[src/rtl/les_seq_pkg.sv]
// Shared types and constants for the LES trace-acquisition sequencer.
package les_seq_pkg;

  localparam int COUNT_W = 8;
  // Cycles the LES core holds busy after its start pulse.
  localparam int LES_LATENCY = 4;

  typedef enum logic [2:0] {
    ST_IDLE  = 3'd0,
    ST_ARM   = 3'd1,
    ST_START = 3'd2,
    ST_WAIT  = 3'd3,
    ST_GAP   = 3'd4,
    ST_RESP  = 3'd5
  } seq_state_t;

  // States during which the scope trigger frames a run.
  function automatic logic trig_framed(input seq_state_t st);
    return (st == ST_ARM) || (st == ST_START) || (st == ST_WAIT);
  endfunction

endpackage

[src/rtl/les_seq_counter.sv]
// Loadable down-counter with zero flag; saturates at zero.
module les_seq_counter
  import les_seq_pkg::*;
(
  input  logic               clk,
  input  logic               clr,
  input  logic               load,
  input  logic [COUNT_W-1:0] load_value,
  input  logic               dec,
  output logic               zero
);

  logic [COUNT_W-1:0] count_reg;

  always_ff @(posedge clk) begin
    if (clr) begin
      count_reg <= '0;
    end else if (load) begin
      count_reg <= load_value;
    end else if (dec && (count_reg != '0)) begin
      count_reg <= count_reg - 1'b1;
    end
  end

  assign zero = (count_reg == '0);

endmodule

[src/rtl/les_trace_sequencer.sv]
// Sequences repeated LES encryptions for power-trace capture: trigger framing,
// start pulses, ciphertext consistency check and a single response per command.
module les_trace_sequencer
  import les_seq_pkg::*;
#(
  parameter int TRIG_PRE   = 2,
  parameter int GAP_CYCLES = 4,
  parameter int TIMEOUT    = 16
) (
  input  logic        clk,
  input  logic        clr,
  input  logic        cmd_valid,
  output logic        cmd_ready,
  input  logic [31:0] cmd_plaintext,
  input  logic [7:0]  cmd_repeat,
  output logic        rsp_valid,
  input  logic        rsp_ready,
  output logic [31:0] rsp_ciphertext,
  output logic        rsp_error,
  output logic        les_start,
  output logic [31:0] les_plaintext,
  input  logic        les_busy,
  input  logic [31:0] les_cipher,
  output logic        trig_out,
  output logic        seq_idle
);

  // The shared counter is loaded with N-1 so that zero marks the last cycle.
  localparam logic [COUNT_W-1:0] ARM_LOAD  = COUNT_W'(TRIG_PRE - 1);
  localparam logic [COUNT_W-1:0] GAP_LOAD  = COUNT_W'(GAP_CYCLES - 1);
  localparam logic [COUNT_W-1:0] WAIT_LOAD = COUNT_W'(TIMEOUT - 1);

  seq_state_t         state_reg;
  seq_state_t         state_next;
  logic [31:0]        plaintext_reg;
  logic [31:0]        ref_reg;
  logic [31:0]        capture_reg;
  logic [COUNT_W-1:0] remaining_reg;
  logic               ref_valid_reg;
  logic               error_reg;
  logic               start_reg;
  logic               trig_reg;
  logic               ready_reg;

  logic               cnt_load;
  logic [COUNT_W-1:0] cnt_load_value;
  logic               cnt_dec;
  logic               cnt_zero;
  logic               accept;
  logic               capture;
  logic               timeout_hit;

  les_seq_counter u_counter (
    .clk        (clk),
    .clr        (clr),
    .load       (cnt_load),
    .load_value (cnt_load_value),
    .dec        (cnt_dec),
    .zero       (cnt_zero)
  );

  always_comb begin
    state_next     = state_reg;
    cnt_load       = 1'b0;
    cnt_load_value = ARM_LOAD;
    cnt_dec        = 1'b0;
    accept         = 1'b0;
    capture        = 1'b0;
    timeout_hit    = 1'b0;
    case (state_reg)
      ST_IDLE: begin
        if (cmd_valid && ready_reg) begin
          accept         = 1'b1;
          cnt_load       = 1'b1;
          cnt_load_value = ARM_LOAD;
          state_next     = ST_ARM;
        end
      end
      ST_ARM: begin
        if (cnt_zero) begin
          state_next = ST_START;
        end else begin
          cnt_dec = 1'b1;
        end
      end
      ST_START: begin
        cnt_load       = 1'b1;
        cnt_load_value = WAIT_LOAD;
        state_next     = ST_WAIT;
      end
      ST_WAIT: begin
        // Completion wins over timeout when both fall on the same cycle.
        if (!les_busy) begin
          capture = 1'b1;
          if (remaining_reg == '0) begin
            state_next = ST_RESP;
          end else begin
            cnt_load       = 1'b1;
            cnt_load_value = GAP_LOAD;
            state_next     = ST_GAP;
          end
        end else if (cnt_zero) begin
          timeout_hit = 1'b1;
          state_next  = ST_RESP;
        end else begin
          cnt_dec = 1'b1;
        end
      end
      ST_GAP: begin
        if (cnt_zero) begin
          cnt_load       = 1'b1;
          cnt_load_value = ARM_LOAD;
          state_next     = ST_ARM;
        end else begin
          cnt_dec = 1'b1;
        end
      end
      ST_RESP: begin
        if (rsp_ready) begin
          state_next = ST_IDLE;
        end
      end
      default: begin
        state_next = ST_IDLE;
      end
    endcase
  end

  // Control outputs are registered from the next state so they line up with it.
  always_ff @(posedge clk) begin
    if (clr) begin
      state_reg <= ST_IDLE;
      ready_reg <= 1'b0;
      start_reg <= 1'b0;
      trig_reg  <= 1'b0;
    end else begin
      state_reg <= state_next;
      ready_reg <= (state_next == ST_IDLE);
      start_reg <= (state_next == ST_START);
      trig_reg  <= trig_framed(state_next);
    end
  end

  always_ff @(posedge clk) begin
    if (clr) begin
      plaintext_reg <= '0;
      remaining_reg <= '0;
      ref_reg       <= '0;
      ref_valid_reg <= 1'b0;
      capture_reg   <= '0;
      error_reg     <= 1'b0;
    end else begin
      if (accept) begin
        plaintext_reg <= cmd_plaintext;
        remaining_reg <= cmd_repeat;
        ref_valid_reg <= 1'b0;
        error_reg     <= 1'b0;
      end
      if (capture) begin
        capture_reg <= les_cipher;
        if (!ref_valid_reg) begin
          ref_reg       <= les_cipher;
          ref_valid_reg <= 1'b1;
        end else if (les_cipher != ref_reg) begin
          error_reg <= 1'b1;
        end
        if (remaining_reg != '0) begin
          remaining_reg <= remaining_reg - 1'b1;
        end
      end
      if (timeout_hit) begin
        capture_reg <= '0;
        error_reg   <= 1'b1;
      end
    end
  end

  assign cmd_ready      = ready_reg;
  assign rsp_valid      = (state_reg == ST_RESP);
  assign rsp_ciphertext = capture_reg;
  assign rsp_error      = error_reg;
  assign les_start      = start_reg;
  assign les_plaintext  = plaintext_reg;
  assign trig_out       = trig_reg;
  assign seq_idle       = (state_reg == ST_IDLE);

endmodule

[config.mk]
export PLATFORM = sky130hd
export DESIGN_NAME = les_trace_sequencer
export DESIGN_NICKNAME = d
export VERILOG_FILES = /design/src/rtl/les_seq_pkg.sv /design/src/rtl/les_seq_counter.sv /design/src/rtl/les_trace_sequencer.sv
export SDC_FILE = /design/constraint.sdc
export NUM_CORES = 1
export LEC_CHECK = 0
export ABC_AREA = 1
export BUFFER_PORTS_ARGS = -buffer_cell sky130_fd_sc_hd__buf_2
export CAP_MARGIN = 10
export CORE_MARGIN = 2
export CORE_UTILIZATION = 47
export CTS_CLUSTER_DIAMETER = 80
export DETAILED_ROUTE_END_ITERATION = 6
export PLACE_DENSITY_LB_ADDON = 0.25
export SYNTH_ARGS = -nofsm -noshare
export SYNTH_HDL_FRONTEND = slang
export SYNTH_HIERARCHICAL = 1
export SYNTH_SLANG_ARGS = --single-unit
[constraint.sdc]
create_clock -name clk -period 2.2 [get_ports clk]
set_clock_uncertainty 0.2 [all_clocks]
set_input_delay 0.44 -clock clk [delete_from_list [all_inputs] [get_ports clk]]
set_output_delay 0.44 -clock clk [all_outputs]
set_load 0.05 [all_outputs]
Word-level counts from Yosys, hierarchy flattened:

Index checks and enable logic that the tools add are counted.

* bits in registers: 120
* word-level logic and storage cells: 74

* muxes and demuxes: 37
* add/sub/neg operators: 2
* equal/unequal tests: 9
* bitwise operators: 1
* reduce and logical (&&, ||, !) cells: 14

Operator list (number)
* 8-bit 2-to-1 mux: 5
* 32-bit inequality test: 1
* 1-bit 2-to-1 mux: 20
* 3-bit 2-to-1 mux: 6
* 3-bit one-hot mux with 6 select lines: 1
* 8-bit zero test: 2
* 8-bit nonzero test: 2
* 8-bit by 1-bit subtractor with 8-bit output, second input constant: 2
* 3-bit by 2-bit == test with 1-bit output, second input constant: 4
* 4-bit one-hot mux with 2 select lines: 1
* 3-bit by 1-bit == test with 1-bit output, second input constant: 2
* 3-bit == test, second input constant: 2
* 3-bit zero test: 2
* 2-bit 2-to-1 mux: 2
* 1-bit one-hot mux with 4 select lines: 1
* 2-bit OR reduction: 2
* 1-bit logical AND: 2
* 1-bit logical OR: 2
* 1-bit one-hot mux with 2 select lines: 1
* 2-bit AND reduction: 1
* 2-bit nonzero test: 1
* 1-bit inverter: 1

Logic depth before layout (Yosys ltp):

* word-level depth: 8
* gate-level depth with buffers: 14
* gate-level depth less buffers: 13

By module:

Netlist, hierarchy kept.

By module, submodules not included
* les_trace_sequencer: cells an instance 635, area an instance 4794.6 um^2, instances 1
* les_seq_counter: cells an instance 104, area an instance 600.6 um^2, instances 1

Least setup slack after synthesis:

Ideal clock, no wire load.

* path kind: register -> register
* from: register state_reg[0]
* to: register u_counter.count_reg[1]
* stages on the path, launching flop included: 13
* required time: 1887 ps
* library setup time: 113 ps
* arrival time: 2305 ps
* path buffers: 4
* path slack: -418 ps
* period minus slack after synthesis: 2618 ps
* cell sequence: dfxtp_1 buf_4 nor3_4 nand3_4 buf_6 buf_6 nand4_1 clkbuf_1 inv_2 nand2_4 clkinv_2 nor2_1 nor2_1

* elaborated cells on any way between the ends: 12
* those cells by class: 4 x eq/ne; 4 x mux; 4 x reduce/logical

RTL lines
* from (decl): RTL line les_trace_sequencer.sv:33 `seq_state_t state_reg;`
* from (signal assigned): RTL line les_trace_sequencer.sv:137 `state_reg <= state_next;`
* 3-bit zero test (*)
* via seq_idle: RTL line les_trace_sequencer.sv:25 `output logic seq_idle`
* 1-bit one-hot mux with 4 select lines (*): RTL line les_trace_sequencer.sv:70 `case (state_reg)`
* via cnt_load: RTL line les_trace_sequencer.sv:45 `logic cnt_load;`
* 8-bit 2-to-1 mux or 2-bit nonzero test (tied branches)
* to (signal assigned): RTL line les_seq_counter.sv:19 `count_reg <= load_value;`
* to (signal assigned): RTL line les_seq_counter.sv:21 `count_reg <= count_reg - 1'b1;`
* to (decl): RTL line les_seq_counter.sv:13 `logic [COUNT_W-1:0] count_reg;`

The timed path passes the listed nets; every way through them passes the cells marked *.
A chain may end at the register's enable or synchronous reset.

Worst setup path in the final report:

* from: register state_reg[0]
* to: output seq_idle

* word-level cells in the longest chain between the ends: 1

RTL lines
* 3-bit zero test: RTL line les_trace_sequencer.sv:185 `assign seq_idle = (state_reg == ST_IDLE);`
* to (decl): RTL line les_trace_sequencer.sv:25

No other way between the ends.

==> results.yml <==
setup_path:
  worstPathMaxFanout: 7
  critical_path.top_delay_family: "buffers and inverters"
  worstPathCellList: "buf_4 > nor3_4 > buf_4 > buf_2"
  crit_buf_inv: 3
  slowest_stage: "dfxtp_1"
  max_stage_delay_ps: 300
  arrival_ps: 1470
  startpoint_type: "flip-flop"
  endpoint_kind: "output port"
  cp_common_cell: "buf_4"
  worstSetupPathType: "flip-flop to output port"
  cp.required_ps: 1560
clock_network:
  cts_buffers: 17
  clk_path_buf_depth: 2
  clk-insertion-delay-late_ps: 410
  hold_buffers: 0
  postCtsSetupRepairBufs: 0
  cts_tree: "built"
  cts.sinks: 120
  clkTransAtPathRegs_ps: 50
  postCtsResizedCells: 0
  cts-root-buf: "clkbuf_16"
  cts_htree_levels: 4
timing:
  fmax_mhz: 473
  slew_viol_final: 0
  hold_viol: 0
  worstMarginPinSlew_ps: 524
  fin_crit_ps: 2110
  hold-worst-slack_ps: 73.7
  setup_ws_ps: 86.3
  fin_crit_sh_pct: 96.1
  rsz0062_at_grt: "no"
  finalSetupViolCount: 0
  tns_ps: 0
  relSlewSlack_pct: 65.0
global_routing:
  grt_max_degree: 73
  antenna_found_initial: 0
  grt_pass1_wl_mm: 21.6
  grt_usage_pct: 21.5
  grt_overflow: 0
  grt_pass1_vias: 4689
floorplan:
  fp-row-count: 39
  die_x_um: 111
  pin_count: 147
  dieArea_mm2: 0.0124
  dieHeight_um: 111
  start_util_pct: 47.7
  core_mm2: 0.0113
drt:
  routed_wl_mm: 13.0
  avgRoutedWirePerCell_um: 12.5
  drtPass1Iterations: 5
  drtIter0Drc: 272
  via_count: 5180
  remaining_drc_errors: 0
  via_per_inst: 4.97
  postRouteAntennaNets: 0
pwr:
  vdd_drop_max_mv: 1.02
  power.leakage_nw: 3.04
  power.density_mw_per_mm2: 1200
synthesis:
  yosysUniqueCellTypes: 32
  ys_seq_elements: 120
  synth_area_mm2: 0.00540
  ys_async_sr_fraction_pct: 0
  postSynthAreaPerCell_um2: 7.30
  synth_top_area_share_pct: 44.5
  yosys_warnings: 6
  synth_area_leaders: "dfxtp_1 45%, nand2_1 8.5%, nor2_1 7.3%"
  ys_top_cells_by_count: "122 x nand2_1, 120 x dfxtp_1, 105 x nor2_1"
  synth_cells: 739
  ys_seq_area_share_pct: 44.5
  synth_edf_count: 0
  synth_flop_cell: "dfxtp_1"
  yosysTopAreaCell: "dfxtp_1"
  synth.most_common_cell: "nand2_1"
placement:
  pre_cts_slack_ps: 115
  port-buffer-count: 146
  gp_congestion: 0.857
  dpl.hpwl_mm: 9.02
  dp_cells: 1011
layout:
  layout-drive-gt1-share_pct: 24.1
  layout.nets: 968
  num_antenna_cells: 0
  instances_no_fill: 1042
  area_delta_synth_final_pct: 27.6
worst_hold_path:
  hold_class: "input pin to flip-flop"
flow_run:
  cap_viol_max_count: 0
run_status:
  outcome: "complete, no violations"
-- cell usage in the layout (no fill, tap or decap), types with 3 or more instances in the layout --
cell type  instances
buf_2            146
nand2_1          122
dfxtp_1          119
nor2_1           102
o21ai_0           74
inv_1             72
a21oi_1           68
nand3_1           48
xnor2_1           28
clkbuf_16         17
buf_4             14
nand4_1           11
o21ai_1            6
nor3_1             6
a31oi_1            6
inv_2              5
nor2_2             5
a211oi_1           5
clkbuf_8           5
conb_1             5
xor2_1             4
ha_1               4
clkinv_2           3
buf_12             3
-- stage by stage --
step	cell area (µm²)	utilization, %	total power, mW
2_1_floorplan	5450	-	5.02
3_3_place_gp	6310	55.7	5.65
3_5_place_dp	6310	55.7	5.65
4_1_cts	6880	60.7	8.30
5_1_grt	6880	60.8	8.77
6_report	6880	60.8	8.26
-- worst register-to-register path, cell delays in order (launching register included) --
cell	delay [ps]
dfxtp_1	320
inv_1	110
ha_1	160
nand2_1	50
o21ai_1	190
nor2_2	90
inv_2	60
nand4_1	110
buf_4	200
inv_8	100
nand3_1	80
nand2_1	60
nand2_1	50
a21oi_1	170
-- per-layer routing --
layer  vias to the layer above  part of all wire, %  track usage [%]  wire length [µm]
met3                        23                  6.5             6.51               843
met5                         -                    0                0                 0
li1                       2675                    -                -                 -
met2                       165                   46             34.8              6030
met4                         0                  1.8             9.38               238
met1                      2317                   45             26.5              5920
-- where the power goes --
part           total, mW  internal, mW  leakage, nW  switching [mW]
Sequential          2.69          2.49        0.974           0.201
Clock               2.63          1.69        0.278           0.937
Combinational       2.95         0.893         1.79            2.06
Total               8.26          5.07         3.04            3.19
-- area by class of cell --
cell class | instances | area, µm²
fillers | 1082 | 4440
multi-input cells | 506 | 2520
flip-flops and latches | 120 | 2410
repair buffers | 163 | 896
clock buffers | 24 | 502
inverters | 79 | 309
well taps | 143 | 179
clock inverters | 7 | 66.3
-- cells by family after synthesis --
logic type	after synthesis	share of synthesized area, %
other	2	0.139
adder cells (fa/ha/maj)	4	0.928
XOR/XNOR	32	5.19
AO/OA/AOI/OAI	160	15.4
flip-flops	120	44.5
AND/OR/NAND/NOR	305	24.6
buffers and inverters	116	9.30
-- worst paths after layout --
kind                      from                      to  slack [ps]  cells past startpoint
max               state_reg[0]                seq_idle          90                      4
min reg2reg  les_plaintext[19]       les_plaintext[19]         240                      2
min                        clr               rsp_error          70                      2
max reg2reg   remaining_reg[0]  u_counter/count_reg[4]         190                     13
Power figures use the tool's default switching activity.
